`src/rtl/avg_sram_ctrl.sv`:
```
// Moving-average sequencer over a circular SRAM window of the last 2**ADDR_BITS prices.
// Clears the SRAM after reset, then does read-oldest / accumulate / overwrite per sample.
module avg_sram_ctrl #(
    parameter int ADDR_BITS = 5,
    parameter int DATA_W    = 32
) (
    input  logic                 clk,
    input  logic                 rst,
    input  logic [DATA_W-1:0]    stock_price,
    input  logic                 data_ready,
    output logic                 busy,
    output logic                 overrun,
    output logic [DATA_W-1:0]    average,
    output logic                 avg_valid,
    output logic                 filled,
    output logic                 sram_read_enable,
    output logic                 sram_write_enable,
    output logic [ADDR_BITS-1:0] sram_address,
    output logic [DATA_W-1:0]    sram_write_data,
    input  logic [DATA_W-1:0]    sram_read_data
);

    localparam int SUM_W = ADDR_BITS + DATA_W;

    typedef enum logic [2:0] {
        CLR,
        IDLE,
        RD,
        ACC,
        WR
    } state_e;

    state_e                 state_q, state_d;
    logic [ADDR_BITS-1:0]   clr_addr_q, clr_addr_d;
    logic [ADDR_BITS-1:0]   wr_ptr_q, wr_ptr_d;
    logic [ADDR_BITS-1:0]   count_q, count_d;
    logic [SUM_W-1:0]       sum_q, sum_d;
    logic [DATA_W-1:0]      price_q, price_d;
    logic [DATA_W-1:0]      average_q, average_d;
    logic                   avg_valid_q, avg_valid_d;
    logic                   overrun_q, overrun_d;
    logic                   filled_q, filled_d;

    always_ff @(posedge clk) begin
        if (rst) begin
            state_q     <= CLR;
            clr_addr_q  <= '0;
            wr_ptr_q    <= '0;
            count_q     <= '0;
            sum_q       <= '0;
            price_q     <= '0;
            average_q   <= '0;
            avg_valid_q <= 1'b0;
            overrun_q   <= 1'b0;
            filled_q    <= 1'b0;
        end else begin
            state_q     <= state_d;
            clr_addr_q  <= clr_addr_d;
            wr_ptr_q    <= wr_ptr_d;
            count_q     <= count_d;
            sum_q       <= sum_d;
            price_q     <= price_d;
            average_q   <= average_d;
            avg_valid_q <= avg_valid_d;
            overrun_q   <= overrun_d;
            filled_q    <= filled_d;
        end
    end

    always_comb begin
        state_d           = state_q;
        clr_addr_d        = clr_addr_q;
        wr_ptr_d          = wr_ptr_q;
        count_d           = count_q;
        sum_d             = sum_q;
        price_d           = price_q;
        average_d         = average_q;
        avg_valid_d       = 1'b0;
        overrun_d         = 1'b0;
        filled_d          = filled_q;
        sram_read_enable  = 1'b0;
        sram_write_enable = 1'b0;
        sram_address      = '0;
        sram_write_data   = '0;

        unique case (state_q)
            CLR: begin
                sram_write_enable = 1'b1;
                sram_address      = clr_addr_q;
                clr_addr_d        = clr_addr_q + 1'b1;
                if (clr_addr_q == '1) state_d = IDLE;
            end
            IDLE: begin
                if (data_ready) begin
                    price_d = stock_price;
                    state_d = RD;
                end
            end
            RD: begin
                sram_read_enable = 1'b1;
                sram_address     = wr_ptr_q;
                state_d          = ACC;
            end
            ACC: begin
                // The oldest entry is always part of sum_q, so this never wraps
                sum_d   = sum_q - SUM_W'(sram_read_data) + SUM_W'(price_q);
                state_d = WR;
            end
            WR: begin
                sram_write_enable = 1'b1;
                sram_address      = wr_ptr_q;
                sram_write_data   = price_q;
                wr_ptr_d          = wr_ptr_q + 1'b1;
                average_d         = sum_q[ADDR_BITS +: DATA_W];
                avg_valid_d       = 1'b1;
                if (!filled_q) begin
                    count_d = count_q + 1'b1;
                    if (count_q == '1) filled_d = 1'b1;
                end
                state_d = IDLE;
            end
            default: state_d = CLR;
        endcase

        if (data_ready && state_q != IDLE) overrun_d = 1'b1;
    end

    assign busy      = (state_q != IDLE);
    assign overrun   = overrun_q;
    assign average   = average_q;
    assign avg_valid = avg_valid_q;
    assign filled    = filled_q;

endmodule

```
`config.mk`:
```
export PLATFORM = sky130hd
export DESIGN_NAME = avg_sram_ctrl
export DESIGN_NICKNAME = d
export VERILOG_FILES = /design/src/rtl/avg_sram_ctrl.sv
export SDC_FILE = /design/constraint.sdc
export NUM_CORES = 1
export LEC_CHECK = 0
export CAP_MARGIN = 40
export CORE_MARGIN = 3
export CORE_UTILIZATION = 32
export CTS_BUF_LIST = sky130_fd_sc_hd__clkbuf_4 sky130_fd_sc_hd__clkbuf_8
export DETAILED_ROUTE_END_ITERATION = 8
export PLACE_DENSITY_LB_ADDON = 0.15
export SYNTH_ARGS = -nofsm -noshare
export SYNTH_HDL_FRONTEND = slang
export SYNTH_SLANG_ARGS = --single-unit
```
`constraint.sdc`:
```
create_clock -name clk -period 7.9 [get_ports clk]
set_input_delay 1.58 -clock clk [delete_from_list [all_inputs] [get_ports clk]]
set_output_delay 1.58 -clock clk [all_outputs]
set_load 0.05 [all_outputs]
```
== Word level (Yosys, flattened, before mapping) ==
Cells that the tools add are included.
Word-level totals
  output and inout port bits: 75
  flip-flop bits (word level): 122
  word-level logic and storage cells: 43
Cells by class
  mux-type cells: 11
  equal/unequal tests: 9
  add/subtract/negate cells: 5
  bitwise logic cells: 1
  reduce and logical (&&, ||, !) cells: 7
Operators by type and width (count)
  $add 37x32->37: 1
  $sub 37x32->37: 1
  $mux 32: 1
  $add 5x1->5 const B: 3
  $pmux 3 s5: 1
  $eq 5x5->1 const B: 2
  $pmux 5 s2: 1
  $eq 3x2->1 const B: 2
  $mux 1: 6
  $mux 3: 2
  $reduce_and 2->1: 3
  $ne 2x2->1 const B: 2
  $reduce_or 2->1: 2
  $eq 3x1->1 const B: 1
  $eq 3x3->1 const B: 1
  $logic_not 3->1: 1
  $ne 3x1->1 const B: 1
  $logic_and 1x1->1: 1
  $not 1->1: 1

== Logic depth before layout (Yosys ltp) ==
Gate-level depths: netlist of run 1.
  word-level depth: 3
  mapped depth: 15
  depth with buffers taken out: 15

== Worst setup path before layout of run 1 ==
No wires, ideal clock.
  kind: input to register
  from: input sram_read_data[22]
  to: register sum_q[33]
  data arrival time: 4.021 ns
  path buffers: 0
  library setup time: 0.119 ns
  stages: 12
  setup slack: 3.760 ns
  cells stage by stage: fa_1 > inv_1 > ha_1 > and3_1 > and2_1 > a221oi_2 > nand2b_1 > nand2_1 > or4_1 > o21ai_1 > xor2_1 > o21ai_1
Between the ends
  longest elaborated chain between the ends: 2
Ends and longest elaborated chain
  from (decl): line 20  | input logic [DATA_W-1:0] sram_read_data
  $sub 37x32->37: line 106  | sum_d = sum_q - SUM_W'(sram_read_data) + SUM_W'(price_q);
  $add 37x32->37: line 106
  to (signal assigned): line 61  | sum_q <= sum_d;
  to (decl): line 37  | logic [SUM_W-1:0] sum_q, sum_d;
Every way passes these cells.
A chain may end at the register's enable or synchronous reset.

== Worst setup path in the final report of run 1 ==
  from: register state_q[2]
  to: output sram_write_data[19]
Between the ends
  longest elaborated chain between the ends: 2
Ends and longest elaborated chain
  from (decl): line 33  | state_e state_q, state_d;
  from (signal assigned): line 57  | state_q <= state_d;
  $eq 3x3->1: line 86  | unique case (state_q)
  $mux 32: line 86
  to (decl): line 19  | output logic [DATA_W-1:0] sram_write_data,
Every way passes these cells.

==> results of run 1 <==
cell usage after synthesis, types with 3 or more instances:
cell type	n	area, um^2
buf_2	6	30.0
clkbuf_1	42	158
o31ai_1	3	22.5
nor4_1	3	18.8
fa_1	32	641
nand3_1	12	60.1
dfxtp_1	122	2440
and2_1	3	18.8
o211a_1	3	30.0
o21a_1	6	45.0
o21ai_1	4	20.0
o32a_1	3	30.0
buf_1	6	22.5
inv_1	137	514
xor2_1	24	210
nand3b_1	3	22.5
a21o_1	32	240
nand2_1	200	751
a21oi_1	121	606
xnor2_1	16	140
a211oi_1	6	45.0
o21bai_1	4	30.0
and3_1	13	81.3
nor2_1	84	315
ha_1	42	526
nor3_1	8	40.0
o211ai_1	5	37.5
a31oi_1	9	56.3
mux2i_1	6	60.1
o22a_1	4	35.0
nand4_1	15	93.8
o21ai_0	20	100
or3_1	4	25.0
a211o_1	3	26.3
path summary, 6_finish.rpt:
| check | end | from |
|---|---|---|
| setup / recovery | sram_write_data[19] | state_q[2]$_SDFFE_PP0P_ |
| setup reg to reg | sum_q[22]$_SDFFE_PP0P_ | sum_q[2]$_SDFFE_PP0P_ |
| hold / removal | sum_q[3]$_SDFFE_PP0P_ | sum_q[3]$_SDFFE_PP0P_ |
| hold reg to reg | sum_q[3]$_SDFFE_PP0P_ | sum_q[3]$_SDFFE_PP0P_ |
cells by family (layout without fill, tap and decap cells):
logic type	count (synthesis)	count (layout)
AOI/OAI and AO/OA	237	237
xor gates and xnor gates	40	40
adders and majority gates	74	74
buffers and inverters	192	317
DFF	122	122
muxes	6	6
and+or+nand+nor	358	358
worst min-delay path, delay by kind of cell, from the launching register on:
family             cells  cell delay [ns]
DFF                    1             0.31
AOI/OAI and AO/OA      1             0.05
and+or+nand+nor        1             0.05
layout make-up:
| class | count | share of cell area [%] |
|---|---|---|
| Clock buffer | 18 | 2.53 |
| Clock inverter | 14 | 1.51 |
| Inverter | 137 | 5.26 |
| Multi-Input combinational cell | 715 | 46.7 |
| Sequential cell | 122 | 25.0 |
| Tap cell | 319 | 4.08 |
| Timing Repair Buffer | 148 | 14.9 |
metal layers:
layer,vias up,part of all wire (%)
li1,3595,-
met1,3210,51
met2,122,44
met3,10,4.1
met4,0,0.83
met5,-,0
state kept, by name, summed over array words and instances, names as in the netlist, 3 cells and up:
signal and count:
sum_q 37, average 32, price_q 32, clr_addr_q 5, count_q 5, wr_ptr_q 5
state_q 3
placed cells by master, fill, tap and decap left out, types with 16 or more instances in the layout:
cell type        Yosys  routed
inv_1              137     137
dfxtp_1            122     122
nand2_1            200     199
ha_1                42      42
xor2_1              24      24
xnor2_1             16      16
clkbuf_8             0      18
a21o_1              32      32
fa_1                32      32
a21oi_1            121     121
o21ai_0             20      20
nor2_1              84      84
clkdlybuf4s50_1      0     140
metrics by stage:
step | cell area (um^2) | hold WS [ns]
after CTS | 9780 | 0.457
after detailed placement | 9380 | 0.445
after global placement | 9380 | 0.440
after global routing | 9780 | 0.475
final | 9780 | 0.453
after floorplan | 7730 | 0.432
where the power goes:
group,internal (mW),switching [mW]
combinational,0.0546,0.0591
clock,0.289,0.283
sequential,0.616,0.00162
total,0.960,0.344
==> reports/qor.txt, run 1 <==
status: complete, no violations
minimum clock period: 4.88 ns
layout cells sized above 1: 4.33%
row count: 56
startpoint types: flop
largest net degree at the start of global routing: 71
max-slew violation count: 0
cell family with most CP delay: buffers and inverters
pwr dens: 133 nW/um^2
met1 Usage GRT: 23.2%
area fraction in compound gates after synthesis: 18.9%
number of synthesized flops with an enable pin: 0
initial antenna violation count: 0
Arrival @ worst endpoint: 3.30 ns
vias in the first global route: 6891
final net count: 1282
register bit total from synthesis: 122
routed len/inst: 14.3 um
Power Total: 1.30 mW
fin crit share: 61.8%
Routability Congestion: 0.875
total congestion overflow: 0
Area Growth Syn to Fin: 26.5%
largest family of logic cells by synthesized area: simple AND/OR/NAND/NOR gates
vias per cell: 4.71
fraction of registers with async set/reset: 0%
Worst Reg-to-Reg Cells: 13
Seq/Total Area, Yosys: 31.6%
Worst Path Buf+Inv: 2
Fin. Hold Viols: 0
Detailed Routing Iterations Pass 1: 5
HP Class: reg -> reg
GR peak layer: met2
Post-CTS Hold Buffers: 0
Place WS: 2.89 ns
Starting Density: 32.7%
Crit Path Class: reg -> out
XOR/XNOR Fraction of Synth Area: 4.53%
Residual DRC: 0
GRT met2 Usage: 25.6%
Slew headroom: 47.8%
Worst EP required: 6.32 ns
CP max-delay cell: clkdlybuf4s50_1
Mean Syn Cell Area: 7.51 um^2
mux cell area share after synthesis: 0.777%
Sequential Area: 2440 um^2
HPWL after DPL: 15.2 mm
Clock Skews: 0.0135 ns
Die X: 161 um
Antenna Cells: 0
YS warnings: 0
Fmax: 205 MHz
via count: 6937
critical path cell sequence: nand2_2 -> buf_4 -> nor2_1 -> clkdlybuf4s50_1
Setup TNS: 0 ns
Mapped Cells: 1029
critical path depth in cells: 4
Worst Hold Depth: 2
Setup-failing EPs final: 0
first-pass GRT wire length: 35.0 mm
post-CTS sizing: 0
placed insts: 1441
I/O pins: 142
total CTS buffers: 17
Worst-path clk slew: 0.07 ns
worst skew pair latency: 0.45 ns
CTS HTree Levels: 4
antenna-violating nets left: 0
final worst slack: 3.02 ns
CTS tree: built
Critical Path Fanout Max: 37
CORE AREA: 23600 um^2
Die H: 161 um
Post-Synth Adder-Cell Area: 15.1%
unrepaired setup endpoints after global routing: no
Port Buffers: 141
area of the multi-input gates: 4570 um^2
WL final: 21.1 mm
leak pwr: 4.00 nW
final-layout fill cell count: 2475
Clock Path Buffers: 2
DR iter-0 viols: 327
Primary FF master, synth: dfxtp_1
Crit path largest cell delay: 0.83 ns
Total GRT Usage: 16.5%
Simple-Gate Fraction of Synth Area: 19.7%
Synthesized Nets: 1170
synthesized cell area: 7730 um^2
worst reg2reg setup slack: 4.55 ns
Cell variety after synth: 55
met3 Use GR: 3.67%
post-route insts no fill: 1473
CP endpoint kind: output pin
clock root buffer: clkbuf_8
final core utilization: 41.4%
VDD IR max: 0.0745 mV
die area: 26100 um^2
Max Cap Violations: 0
worst slew pin tran: 0.783 ns
post-CTS setup buffers: 0
clk sinks: 122
Power figures use the tool's default switching activity.
==> run 2, diff against run 1 <==
==> constraint.sdc (replaced) <==
create_clock -name clk -period 4.8 [get_ports clk]
set_input_delay 0.96 -clock clk [delete_from_list [all_inputs] [get_ports clk]]
set_output_delay 0.96 -clock clk [all_outputs]
set_load 0.05 [all_outputs]
==> reports/qor.txt, run 2 (synthesized netlist as in run 1, its figures left out) <==
vias in the first global route: 6946
Max Cap Violations: 0
CORE AREA: 23600 um^2
Crit Path Class: reg -> out
Starting Density: 32.7%
via count: 6999
unrepaired setup endpoints after global routing: no
leading cell type in the layout, fill and taps excluded: nand2_1
met1 Usage GRT: 23.4%
initial antenna violation count: 0
Die H: 161 um
Crit path largest cell delay: 0.83 ns
max reg flops: 37
Worst-path clk slew: 0.08 ns
I/O pins: 142
die area: 26100 um^2
clk sinks: 122
minimum clock period: 4.10 ns
final worst slack: 0.699 ns
Worst Reg-to-Reg Cells: 13
final net count: 1284
clock root buffer: clkbuf_8
critical path cell sequence: nand2_2 -> buf_12 -> nor2_1 -> clkdlybuf4s50_1
worst r2r dst: sum_q[22]$_SDFFE_PP0P_
CTS HTree Levels: 4
row count: 56
Finished Cell Area: 9860 um^2
Post-CTS Hold Buffers: 0
Place WS: 0.336 ns
vias per cell: 4.75
Min-Delay Endpoint: average[4]$_SDFFE_PP0P_
Worst Hold Depth: 2
Fmax: 244 MHz
Worst Path Buf+Inv: 2
Critical Path Fanout Max: 33
Arrival @ worst endpoint: 3.14 ns
cell family with most CP delay: buffers and inverters
routed len/inst: 14.5 um
Fin. Hold Viols: 0
startpoint types: flop
Die X: 161 um
CP max-delay cell: clkdlybuf4s50_1
HP Class: reg -> reg
post-CTS setup buffers: 0
Residual DRC: 0
Clock Path Buffers: 2
worst slew pin tran: 0.844 ns
Setup-failing EPs final: 0
Setup TNS: 0 ns
Detailed Routing Iterations Pass 1: 5
total CTS buffers: 17
reg2reg start: sum_q[2]$_SDFFE_PP0P_
total congestion overflow: 0
post-CTS sizing: 0
Port Buffers: 141
GRT met2 Usage: 26.5%
WL final: 21.5 mm
CP endpoint kind: output pin
Antenna Cells: 0
Area Growth Syn to Fin: 27.6%
most frequent cells in the layout: nand2_1, clkdlybuf4s50_1, inv_1, dfxtp_1, a21oi_1
pwr dens: 225 nW/um^2
met3 Use GR: 3.33%
layout cells sized above 1: 4.50%
Worst EP required: 3.84 ns
first-pass GRT wire length: 35.8 mm
fin crit share: 85.4%
CTS tree: built
status: complete, no violations
hold path start: sum_q[9]$_SDFFE_PP0P_
worst reg2reg setup slack: 1.43 ns
GR peak layer: met2
HPWL after DPL: 15.7 mm
worst skew pair latency: 0.46 ns
VDD IR max: 0.146 mV
DR iter-0 viols: 359
Total GRT Usage: 16.9%
antenna-violating nets left: 0
leak pwr: 4.04 nW
Biggest register: sum_q
max-slew violation count: 0
Clock Skews: 0.0128 ns
largest net degree at the start of global routing: 56
Slew headroom: 43.8%
Routability Congestion: 0.876
DP Area: 9430 um^2
[run 2: changes by cell type in the layout (fill, tap and decap cells not counted), sizes merged]
cell	delta
inv	-1
clkinvlp	-1
buf	+2
bufinv	+1
clkbuf	+1
[run 2: worst max path at each step]
stage / from / to / depth (start not counted)
CTS: state_q[2]$_SDFFE_PP0P_ / sram_write_data[21] / 4
finish: state_q[2]$_SDFFE_PP0P_ / sram_write_data[21] / 4
global route: state_q[2]$_SDFFE_PP0P_ / sram_write_data[21] / 4
global placement: sram_read_data[2] / sum_q[22]$_SDFFE_PP0P_ / 13
detailed placement: sram_read_data[2] / sum_q[22]$_SDFFE_PP0P_ / 13
floorplan: sram_read_data[22] / sum_q[33]$_SDFFE_PP0P_ / 12
[run 2: final cells by class]
cell class	count	area, um^2
Clock inverter	13	169
Fill cell	2472	13800
Inverter	137	514
Tap cell	319	399
Multi-Input combinational cell	715	4570
Clock buffer	19	262
Sequential cell	122	2440
Timing Repair Buffer	150	1510
[run 2: worst min-delay path, cell delays in order (launching register included)]
cell and delay, ns:
dfxtp_1 0.32, nand2_1 0.05, a21oi_1 0.05
[run 2: routing by layer]
metal,part of all wire [%],vias up
met5,0,-
li1,-,3593
met4,1.5,0
met2,45,129
met1,50,3255
met3,4.1,22
[run 2: where the power goes]
part           internal (mW)  switching [mW]  total, mW
clock network          0.544           0.467       1.01
registers               1.01         0.00280       1.02
logic                 0.0922          0.0985      0.191
[run 2: per-stage QoR]
stage	hold slack (ns)	util (%)	instances	power [mW]
2_1_floorplan	0.432	-	1029	1.14
3_3_place_gp	0.440	39.8	1442	1.23
3_5_place_dp	0.445	39.9	1443	1.23
4_1_cts	0.455	41.8	1475	2.25
5_1_grt	0.473	41.8	1475	2.31
6_report	0.449	41.8	1475	2.22
==> run 3, diff against run 2 <==
--- a/config.mk
+++ b/config.mk
@@ -7,7 +7,7 @@
 export LEC_CHECK = 0
 export CAP_MARGIN = 40
 export CORE_MARGIN = 3
-export CORE_UTILIZATION = 32
+export CORE_UTILIZATION = 50
 export CTS_BUF_LIST = sky130_fd_sc_hd__clkbuf_4 sky130_fd_sc_hd__clkbuf_8
 export DETAILED_ROUTE_END_ITERATION = 8
 export PLACE_DENSITY_LB_ADDON = 0.15
==> reports/qor.txt, run 3 (synthesized netlist as in run 1, its figures left out) <==
status: complete, no violations
Routability Congestion: 0.907
CTS HTree Levels: 4
Max Cap Violations: 0
leak pwr: 4.05 nW
Clock Path Buffers: 2
via count: 7024
total CTS buffers: 17
Die X: 130 um
worst reg2reg setup slack: 1.45 ns
vias per cell: 5.24
Residual DRC: 0
WL final: 19.2 mm
Worst EP required: 5.18 ns
vias in the first global route: 6755
max-slew violation count: 0
initial antenna violation count: 0
VDD IR max: 0.190 mV
Port Buffers: 141
pwr dens: 228 nW/um^2
Setup-failing EPs final: 0
unrepaired setup endpoints after global routing: no
fin crit share: 82.1%
leading cell type in the layout, fill and taps excluded: nand2_1
HP Class: reg -> reg
Fmax: 254 MHz
CP endpoint kind: flop
Antenna Cells: 0
post-CTS setup buffers: 0
minimum clock period: 3.94 ns
Detailed Routing Iterations Pass 1: 5
Critical Path Fanout Max: 4
Total GRT Usage: 23.5%
Place WS: 0.445 ns
Biggest register: sum_q
die area: 17000 um^2
post-CTS sizing: 0
Area Growth Syn to Fin: 25.4%
Power Total: 2.21 mW
routed len/inst: 14.4 um
Slew headroom: 50.2%
Arrival @ worst endpoint: 4.32 ns
total congestion overflow: 0
Die H: 130 um
I/O pins: 142
Fin. Hold Viols: 0
Post-CTS Hold Buffers: 0
Setup TNS: 0 ns
final net count: 1286
Starting Density: 52.2%
largest net degree at the start of global routing: 72
worst slew pin tran: 0.747 ns
CTS tree: built
Crit Path Class: in -> reg
first-pass GRT wire length: 31.9 mm
Worst-path clk slew: 0.07 ns
final worst slack: 0.859 ns
CORE AREA: 14800 um^2
Clock Skews: 0.0118 ns
max reg flops: 37
worst skew pair latency: 0.46 ns
row count: 44
clock root buffer: clkbuf_8
antenna-violating nets left: 0
startpoint types: input pin
layout cells sized above 1: 4.50%
most frequent cells in the layout: nand2_1, clkdlybuf4s50_1, inv_1, dfxtp_1, a21oi_1
DR iter-0 viols: 497
HPWL after DPL: 14.0 mm
clk sinks: 122
run 3: area by class of cell:
class | count | area (um^2)
tap | 184 | 230
inverter | 137 | 514
timing repair buffer | 152 | 1510
multi-input combinational | 715 | 4570
clock buffer | 24 | 324
sequential | 122 | 2440
fill | 1360 | 5110
clock inverter | 6 | 110
run 3: report_power, final:
group,internal [mW],switching (mW),total [mW]
clock network,0.596,0.411,1.01
registers,1.01,0.00264,1.02
logic,0.0897,0.0962,0.186
run 3: per-stage QoR:
| step | utilization [%] | hold WS (ns) | cells | area (um^2) |
|---|---|---|---|---|
| 2_1_floorplan | - | 0.432 | 1029 | 7730 |
| 3_3_place_gp | 62.5 | 0.438 | 1309 | 9250 |
| 3_5_place_dp | 62.5 | 0.446 | 1310 | 9260 |
| 4_1_cts | 65.5 | 0.456 | 1340 | 9690 |
| 5_1_grt | 65.5 | 0.468 | 1340 | 9690 |
| 6_report | 65.5 | 0.454 | 1340 | 9690 |
run 3: routing by layer:
metal  up-vias  part of all wire [%]  track usage, %
li1       3593                     -               -
met1      3203                    48            32.5
met2       204                    44            35.9
met3        24                   6.1            6.39
met4         0                   1.6            7.50
met5         -                     0               0
run 3: worst max-delay path: stages:
cell	delay (ns)
clkdlybuf4s50_1	0.45
fa_1	0.54
inv_1	0.04
ha_1	0.32
nor2b_1	0.16
o31ai_1	0.35
nand2_1	0.15
a31oi_1	0.40
o211ai_1	0.29
a21boi_1	0.30
xnor2_1	0.15
nand2_1	0.07
a21oi_1	0.13
run 3: path summary, 6_finish.rpt:
check / start / to / depth (start not counted)
max: sram_read_data[2] / sum_q[22]$_SDFFE_PP0P_ / 13
min: sum_q[27]$_SDFFE_PP0P_ / average[22]$_SDFFE_PP0P_ / 2
max reg2reg: sum_q[2]$_SDFFE_PP0P_ / sum_q[22]$_SDFFE_PP0P_ / 13
min reg2reg: sum_q[27]$_SDFFE_PP0P_ / average[22]$_SDFFE_PP0P_ / 2
